<file path="config.mk">
export PLATFORM = sky130hd
export DESIGN_NAME = pulse_to_level
export DESIGN_NICKNAME = d
export VERILOG_FILES = /design/src/rtl/p2l_pkg.sv /design/src/rtl/p2l_hold_counter.sv /design/src/rtl/pulse_to_level.sv
export SDC_FILE = /design/constraint.sdc
export NUM_CORES = 1
export LEC_CHECK = 0
export ABC_AREA = 0
export CORE_MARGIN = 2
export CORE_UTILIZATION = 50
export CTS_CLUSTER_SIZE = 16
export DETAILED_ROUTE_END_ITERATION = 8
export GPL_ROUTABILITY_DRIVEN = 0
export PLACE_DENSITY_LB_ADDON = 0.2
export SETUP_SLACK_MARGIN = 0.2
export SLEW_MARGIN = 0
export SYNTH_ARGS = -nofsm -noshare
export SYNTH_HDL_FRONTEND = slang
export SYNTH_SLANG_ARGS = --single-unit
</file>
<file path="constraint.sdc">
create_clock -name CLK -period 2.1 [get_ports CLK]
set_input_delay 0.42 -clock CLK [delete_from_list [all_inputs] [get_ports CLK]]
set_output_delay 0.42 -clock CLK [all_outputs]
set_load 0.03 [all_outputs]
</file>
<file path="src/rtl/p2l_pkg.sv">
// Shared types and constants for the pulse-to-level converter.
package p2l_pkg;

   // Controller states: IDLE (L=0), HOLD (stretching), LATCH (toggled high)
   typedef enum logic [1:0] {
      S_IDLE  = 2'd0,
      S_HOLD  = 2'd1,
      S_LATCH = 2'd2
   } p2l_state_t;

   // Mode input encodings
   localparam logic MODE_STRETCH = 1'b0;
   localparam logic MODE_TOGGLE  = 1'b1;

endpackage : p2l_pkg

</file>
<file path="src/rtl/p2l_hold_counter.sv">
// Loadable down-counter used to time the stretch interval.
// Load has priority over decrement; the count saturates at zero.
module p2l_hold_counter #(
   parameter int HOLD_W = 8
) (
   input  logic              CLK,
   input  logic              rstn,
   input  logic              i_load,
   input  logic [HOLD_W-1:0] i_load_val,
   input  logic              i_dec,
   output logic              o_zero
);

   localparam logic [HOLD_W-1:0] CNT_ONE  = HOLD_W'(1);
   localparam logic [HOLD_W-1:0] CNT_ZERO = HOLD_W'(0);

   logic [HOLD_W-1:0] r_cnt;
   logic              w_zero;

   assign w_zero = (r_cnt == CNT_ZERO);
   assign o_zero = w_zero;

   // Counter register: load, else decrement (never below zero), else hold
   always_ff @(posedge CLK) begin
      if (!rstn) begin
         r_cnt <= CNT_ZERO;
      end else if (i_load) begin
         r_cnt <= i_load_val;
      end else if (i_dec && !w_zero) begin
         r_cnt <= r_cnt - CNT_ONE;
      end else begin
         r_cnt <= r_cnt;
      end
   end

endmodule : p2l_hold_counter

</file>
<file path="src/rtl/pulse_to_level.sv">
// Converts single-cycle request pulses into levels.
// Stretch mode holds L for max(hold_len,1) cycles per event; toggle mode
// flips L per event. rise/fall/dropped are registered one-cycle strobes.
module pulse_to_level
   import p2l_pkg::*;
#(
   parameter int HOLD_W    = 8,
   parameter bit RETRIGGER = 1'b1
) (
   input  logic              CLK,
   input  logic              rstn,
   input  logic              P,
   input  logic              mode,
   input  logic [HOLD_W-1:0] hold_len,
   input  logic              clr,
   output logic              L,
   output logic              rise,
   output logic              fall,
   output logic              dropped
);

   localparam logic [HOLD_W-1:0] CNT_ONE  = HOLD_W'(1);
   localparam logic [HOLD_W-1:0] CNT_ZERO = HOLD_W'(0);

   p2l_state_t        r_state;
   p2l_state_t        w_state_next;
   logic              r_p_q;
   logic              r_mode_q;
   logic              r_l;
   logic              r_rise;
   logic              r_fall;
   logic              r_dropped;

   logic              w_event;
   logic              w_mode_eff;
   logic [HOLD_W-1:0] w_hold_load;
   logic              w_cnt_load;
   logic [HOLD_W-1:0] w_cnt_load_val;
   logic              w_cnt_dec;
   logic              w_cnt_zero;
   logic              w_drop_next;
   logic              w_l_next;

   // A level held for several cycles is one event: only the rising edge counts
   assign w_event = P & ~r_p_q;

   // Mode governing the current activity: live while idle, frozen once active
   assign w_mode_eff = (r_state == S_IDLE) ? mode : r_mode_q;

   // hold_len of zero behaves like one cycle of hold
   assign w_hold_load = (hold_len == CNT_ZERO) ? CNT_ZERO : (hold_len - CNT_ONE);

   // L is high in every state except IDLE
   assign w_l_next = (w_state_next != S_IDLE);

   p2l_hold_counter #(
      .HOLD_W (HOLD_W)
   ) u_hold_counter (
      .CLK        (CLK),
      .rstn       (rstn),
      .i_load     (w_cnt_load),
      .i_load_val (w_cnt_load_val),
      .i_dec      (w_cnt_dec),
      .o_zero     (w_cnt_zero)
   );

   // Input history: previous P for edge detect, mode tracked only while idle
   always_ff @(posedge CLK) begin
      if (!rstn) begin
         r_p_q    <= 1'b0;
         r_mode_q <= MODE_STRETCH;
      end else begin
         r_p_q <= P;
         if (r_state == S_IDLE) begin
            r_mode_q <= mode;
         end else begin
            r_mode_q <= r_mode_q;
         end
      end
   end

   // State register
   always_ff @(posedge CLK) begin
      if (!rstn) begin
         r_state <= S_IDLE;
      end else begin
         r_state <= w_state_next;
      end
   end

   // Next-state, counter control and drop strobe; clr overrides any event
   always_comb begin
      w_state_next   = r_state;
      w_cnt_load     = 1'b0;
      w_cnt_load_val = w_hold_load;
      w_cnt_dec      = 1'b0;
      w_drop_next    = 1'b0;
      if (clr) begin
         w_state_next   = S_IDLE;
         w_cnt_load     = 1'b1;
         w_cnt_load_val = CNT_ZERO;
      end else begin
         case (r_state)
            S_IDLE: begin
               if (w_event) begin
                  if (w_mode_eff == MODE_TOGGLE) begin
                     w_state_next = S_LATCH;
                  end else begin
                     w_state_next = S_HOLD;
                     w_cnt_load   = 1'b1;
                  end
               end else begin
                  w_state_next = S_IDLE;
               end
            end
            S_HOLD: begin
               if (w_event && RETRIGGER) begin
                  // Reload without leaving HOLD: L stays high, no strobes
                  w_cnt_load   = 1'b1;
                  w_state_next = S_HOLD;
               end else begin
                  // Without retrigger the event is flagged and the countdown runs on
                  w_drop_next = w_event;
                  if (w_cnt_zero) begin
                     w_state_next = S_IDLE;
                  end else begin
                     w_cnt_dec    = 1'b1;
                     w_state_next = S_HOLD;
                  end
               end
            end
            S_LATCH: begin
               if (w_event) begin
                  w_state_next = S_IDLE;
               end else begin
                  w_state_next = S_LATCH;
               end
            end
            default: begin
               w_state_next = S_IDLE;
            end
         endcase
      end
   end

   // Registered level and edge strobes; reset clears them without a fall strobe
   always_ff @(posedge CLK) begin
      if (!rstn) begin
         r_l       <= 1'b0;
         r_rise    <= 1'b0;
         r_fall    <= 1'b0;
         r_dropped <= 1'b0;
      end else begin
         r_l       <= w_l_next;
         r_rise    <= w_l_next & ~r_l;
         r_fall    <= ~w_l_next & r_l;
         r_dropped <= w_drop_next;
      end
   end

   assign L       = r_l;
   assign rise    = r_rise;
   assign fall    = r_fall;
   assign dropped = r_dropped;

endmodule : pulse_to_level

</file>
==> results of run 1 <==
[sequential cells by signal (all words and copies together), names as in the netlist]
signal	flops
u_hold_counter.r_cnt	8
r_state	2
L	1
fall	1
r_p_q	1
rise	1
[final timing paths]
check | slack (ns) | start | to | cells past startpoint
worst max-delay path | 0.27 | P | u_hold_counter.r_cnt[5]$_SDFFE_PN0P_ | 6
worst min-delay path | 0.44 | L$_SDFF_PN0_ | rise$_SDFF_PN0_ | 1
worst max register to register | 0.41 | u_hold_counter.r_cnt[3]$_SDFFE_PN0P_ | u_hold_counter.r_cnt[5]$_SDFFE_PN0P_ | 5
worst min register to register | 0.44 | L$_SDFF_PN0_ | rise$_SDFF_PN0_ | 1
[worst max-delay path: stages]
cell,delay [ns]
clkdlybuf4s50_1,0.49
nand2b_1,0.11
and3_1,0.25
and2_4,0.18
or3_1,0.34
o22a_1,0.21
[per-layer routing]
layer	part of all wire, %	global-route usage (%)	wire [um]
met1	47	22.9	826
met5	0	0	0
met2	50	35.6	877
met3	2.6	5.88	45
met4	0.57	1.71	10
[kinds of logic (layout without fill, tap and decap cells)]
family	count (synthesis)	in the layout	share of synthesized area (%)
XOR/XNOR	8	8	7.84
multiplexers	2	2	2.38
adder cells (fa/ha/maj)	4	4	5.60
AO/OA/AOI/OAI	20	20	14.8
other	1	1	0.420
AND/OR/NAND/NOR	42	42	32.4
flip-flops	14	14	31.4
buffers and inverters	9	38	5.18
[cell type report]
cell class              count  share of cell area (%)
clock buffers               4                    3.05
inverters                   5                    1.58
flip-flops and latches     14                    23.5
multi-input cells          77                    47.8
well taps                  25                    2.63
repair buffers             29                    21.4
[stage by stage]
step / setup slack (ns) / hold WS (ns)
global placement: 0.000874 / 0.422
CTS: 0.253 / 0.447
floorplan: 0.520 / 0.527
detailed placement: -0.0610 / 0.434
global route: 0.208 / 0.475
finish: 0.267 / 0.443
[synthesized netlist by cell type (3+ instances only)]
cell | n | area [um2]
dfxtp_1 | 14 | 280
nor2_1 | 7 | 26.3
a21oi_1 | 5 | 25.0
inv_1 | 5 | 18.8
o22ai_1 | 5 | 31.3
ha_1 | 4 | 50.1
xnor2_1 | 4 | 35.0
xor2_1 | 4 | 35.0
and3_1 | 3 | 18.8
nand3_1 | 3 | 15.0
nor3b_1 | 3 | 22.5
[timing repair]
action	in CTS	in global routing
buffers inserted	0	0
resized for setup	0	1
endpoints found under the setup margin	0	4
[power by group]
part	total, uW	switching [uW]	internal [uW]
clock	195	89.0	106
combinational	141	65.1	76.1
sequential	285	9.41	276
==> key figures, run 1 <==
Outcome
  • Status: complete, no violations

Cells and area
  • Number of diodes: 0
  • Commonest non-fill, non-tap cell in the layout: clkdlybuf4s50_1
  • Fill count: 153
  • Post-layout instance area: 1190 um2
  • Area of the multi-input gates: 569 um2
  • Final Util: 69.7%
  • Share of cells above drive strength 1: 20.2%
  • NumNets Final: around 150
  • Non-Filler Instances: roughly 150
  • Area Overhead vs Synth: 33.3%
  • Register area: roughly 280 um2
  • Most frequent cells in the layout: clkdlybuf4s50_1, dfxtp_1, buf_4, nor2_1

CTS
  • CTS tree: yes
  • Latest clock arrival within the worst-skew pair: 0.28 ns
  • Sink Count: 14
  • CTS Hold Bufs: 0
  • Number of CTS-inserted buffers: 3
  • Clock transition at path regs: 0.08 ns
  • H-tree levels: 1
  • Clock root buffer: clkbuf_4
  • Maximum root-to-sink buffer count: 2

Floorplanning
  • Io pins: 17
  • Core footprint: 1710 um2
  • Die height: 46.3 um
  • Die width: 46.3 um
  • Initial core utilization: around 52%
  • Total die area: 2140 um2
  • Num rows: 15

STA
  • Final Hold Viols: 0
  • Final Setup Violations: 0
  • Setup TNS: 0 ns
  • RSZ-0062 raised after global routing: false
  • Min Clock Period, post-route: 1.83 ns
  • Part of the cycle the worst path needs: between 80 and 90%
  • Clock Skew: approximately 0.0024 ns
  • Pins Over Slew Limit: 0
  • Fmax: 545 MHz

Synth
  • Seq/Total Area, Yosys: 31.4%
  • Mapped Cells: 100
  • Yosys warns: 0
  • Yosys cell types: 45
  • #FFs+latches synth: 14
  • Mapped Avg Cell Area: 8.93 um2
  • Main synth FF type: dfxtp_1
  • Post-synth EDFFs: 0
  • Cell area after synthesis: 893 um2
  • Ys async rst share: 0%
  • Post-Synthesis Net Count: 117

Pwr
  • Worst vdd ir: 0.444 mV
  • Leakage power: 0.000474 uW
  • Pwr Total: 621 uW
  • Pwr per Cell Area: ~520 nW/um2

Flow run
  • Number of max-cap violations: 0

Route
  • # DRC: 0
  • Vias: about 800
  • Routed WL per cell: approximately 11 um
  • Drt pass-1 iters: 3
  • WL final: 1.76 mm
  • Initial DRC count: 8
  • Via density: 5.22
  • Detail Route Antenna Nets: 0

Global route
  • GRT Util Overall: 19.5%
  • Global-route wire length before repair: 3.01 mm
  • Vias in the first global route: ~800
  • Initial antenna violation count: 0
  • Pin count of the biggest net entering global routing: 9
  • Gr ovfl total: 0

Placement
  • Hpwl dp: 1.53 mm
  • IO Port Bufs: 15
  • Post-DP Area: 1150 um2
  • Inst Count DP: 150

Setup path
  • Worst setup EP type: register
  • Startpoint Class: primary input
  • Crit Path Class: primary input to register
  • Worst-path fanout max: 6
  • CP arrival: 2.01 ns
  • Required time worst endpoint: roughly 2.3 ns

Min path
  • HP Class: register to register
(Power assumes the default switching activity.)
==> inputs of run 2 (changes only) <==
CORE_MARGIN = not set   (was 2)
==> key figures, run 2 (synthesized netlist as in run 1, its figures left out) <==
Cells and area
  • Most frequent cells in the layout: clkdlybuf4s50_1, dfxtp_1, buf_4, nor2_1
  • Commonest non-fill, non-tap cell in the layout: clkdlybuf4s50_1
  • Area Overhead vs Synth: 32.2%
  • Largest Register: u_hold_counter.r_cnt
  • Largest regs: u_hold_counter.r_cnt: 8 flops, r_state: 2 flops
  • NumNets Final: 143 (-2.7%)
  • Number of diodes: 0 (unchanged)
  • Share of cells above drive strength 1: 20.0% (-0.16 points)
  • Fill count: 112 (-27%)
  • Max reg flops: 8 (unchanged)

Setup path
  • Worst setup EP type: register
  • Critical Path End: u_hold_counter.r_cnt[6]$_SDFFE_PN0P_
  • Startpoint Class: primary input
  • R2r setup slk: 0.36 ns (-0.05 ns)
  • Reg2Reg Depth: 5 (unchanged)
  • CP arrival: 2.01 ns (about the same)
  • Crit path launch: P
  • Worst R2R End: u_hold_counter.r_cnt[6]$_SDFFE_PN0P_
  • Worst-path fanout max: 4 (-2)
  • RR Startpoint: u_hold_counter.r_cnt[3]$_SDFFE_PN0P_
  • Required time worst endpoint: 2.28 ns (about the same)
  • Crit Path Class: primary input to register

Floorplanning
  • Core footprint: 1590 um2 (-6.7%)
  • Die width: 44.3 um (-4.3%)
  • Initial core utilization: 56.0% (+3.7 points)
  • Io pins: 17 (unchanged)
  • Total die area: 1960 um2 (-8.5%)
  • Num rows: 14 (-1)
  • Die height: 44.3 um (-4.3%)

Placement
  • Hpwl dp: 1.55 mm (+1.2%)
  • IO Port Bufs: 15 (unchanged)

STA
  • Final Setup Violations: 0 (unchanged)
  • Pins Over Slew Limit: 0 (unchanged)
  • Final Hold Viols: 0 (unchanged)
  • Fmax: 547 MHz (+0.25%)
  • Clock Skew: 0.00149 ns (-0.000889 ns)
  • Hold Slack: 0.441 ns (-0.00184 ns)
  • Min Clock Period, post-route: 1.83 ns (-0.00458 ns)
  • Part of the cycle the worst path needs: 87.1% (-0.22 points)
  • RSZ-0062 raised after global routing: false

Global route
  • GRT Util Overall: 23.1% (+3.6 points)
  • Initial antenna violation count: 0 (unchanged)
  • Vias in the first global route: 787 (+1.3%)
  • Global-route wire length before repair: 3.39 mm (+13%)
  • Pin count of the biggest net entering global routing: 9 (unchanged)
  • Gr ovfl total: 0 (unchanged)

CTS
  • H-tree levels: 1 (unchanged)
  • Clock transition at path regs: 0.08 ns (about the same)
  • Clock root buffer: clkbuf_4
  • Latest clock arrival within the worst-skew pair: 0.28 ns (about the same)
  • Sink Count: 14 (unchanged)
  • Maximum root-to-sink buffer count: 2 (unchanged)
  • Number of CTS-inserted buffers: 3 (unchanged)
  • CTS tree: yes
  • Post-CTS Repair Setup Buffers: 0 (unchanged)

Route
  • Routed WL per cell: 13.2 um (+16%)
  • # DRC: 0 (unchanged)
  • Via density: 5.54 (+6.2%)
  • Vias: 826 (+2.7%)
  • WL final: 1.97 mm (+12%)
  • Initial DRC count: 26 (+18)
  • Detail Route Antenna Nets: 0 (unchanged)
  • Drt pass-1 iters: 4 (+1)

Pwr
  • Worst vdd ir: 0.449 mV (+1.3%)
  • Pwr Total: 627 uW (+0.87%)
  • Pwr per Cell Area: 530 nW/um2 (+1.7%)
  • Leakage power: 0.000460 uW (-2.9%)

Flow run
  • Number of max-cap violations: 0 (unchanged)

Outcome
  • Status: complete, no violations

Min path
  • HP Class: register to register
run 2: changes by cell type in the layout (fill, tap and decap cells not counted), sizes merged:
cell,change
buf,-4
run 2: critical path, stage by stage:
cell and delay (ns):
clkdlybuf4s50_1 0.54, nand2b_4 0.09, and3_2 0.23, and2_4 0.16, or3_1 0.35, o22a_1 0.21
run 2: power breakdown:
| part | internal (uW) | switching [uW] | leakage [uW] |
|---|---|---|---|
| registers | 276 | 9.88 | 0.000114 |
| clock network | 106 | 88.2 | 0.0000210 |
| logic | 75.7 | 71.3 | 0.000325 |
run 2: area by class of cell:
class / count / area, um2 / share of cell area [%]
inverter: 5 / 18.8 / 1.59
multi-input combinational: 77 / 591 / 50.0
tap: 24 / 30.0 / 2.54
timing repair buffer: 25 / 225 / 19.1
sequential: 14 / 280 / 23.7
clock buffer: 4 / 36.3 / 3.07
run 2: worst min path at each step:
stage                     slack [ns]                                   end                                 start  depth (start not counted)
after floorplan                 0.53  u_hold_counter.r_cnt[6]$_SDFFE_PN0P_  u_hold_counter.r_cnt[6]$_SDFFE_PN0P_                          1
after global placement          0.42                       rise$_SDFF_PN0_                          L$_SDFF_PN0_                          1
after detailed placement        0.43                       rise$_SDFF_PN0_                          L$_SDFF_PN0_                          1
after CTS                       0.45                       rise$_SDFF_PN0_                          L$_SDFF_PN0_                          1
after global routing            0.47                       rise$_SDFF_PN0_                          L$_SDFF_PN0_                          1
final                           0.44                       rise$_SDFF_PN0_                          L$_SDFF_PN0_                          1
run 2: per-layer routing:
| layer | vias up | part of all wire, % | global-route usage (%) |
|---|---|---|---|
| li1 | 416 | - | - |
| met1 | 381 | 45 | 30.9 |
| met2 | 22 | 49 | 36.8 |
| met3 | 7 | 3.6 | 4.49 |
| met4 | 0 | 2.0 | 8.48 |
| met5 | - | 0 | 0 |
run 2: timing repair:
item                                    4_1_cts  5_1_grt
gates resized for setup                       0        5
endpoints found under the setup margin        0        2
hold buffers                                  0        0
run 2: through the flow:
stage | cell area (um2) | instances | setup TNS [ns] | util (%) | setup slack, ns
after global routing | 1180 | 149 | 0 | 74.1 | 0.208
final | 1180 | 149 | 0 | 74.1 | 0.271
after CTS | 1160 | 149 | 0 | 72.6 | 0.212
after floorplan | 893 | 100 | 0 | - | 0.520
after detailed placement | 1120 | 145 | -0.152 | 70.3 | -0.0852
after global placement | 1120 | 145 | -0.00899 | 70.3 | -0.00899
==> inputs of run 3 (changes only) <==
GPL_ROUTABILITY_DRIVEN = not set   (was 0)
TNS_END_PERCENT = 20   (was not set)
==> results of run 3 <==
No change in the layout: final DEF, timing and power equal those of run 2.
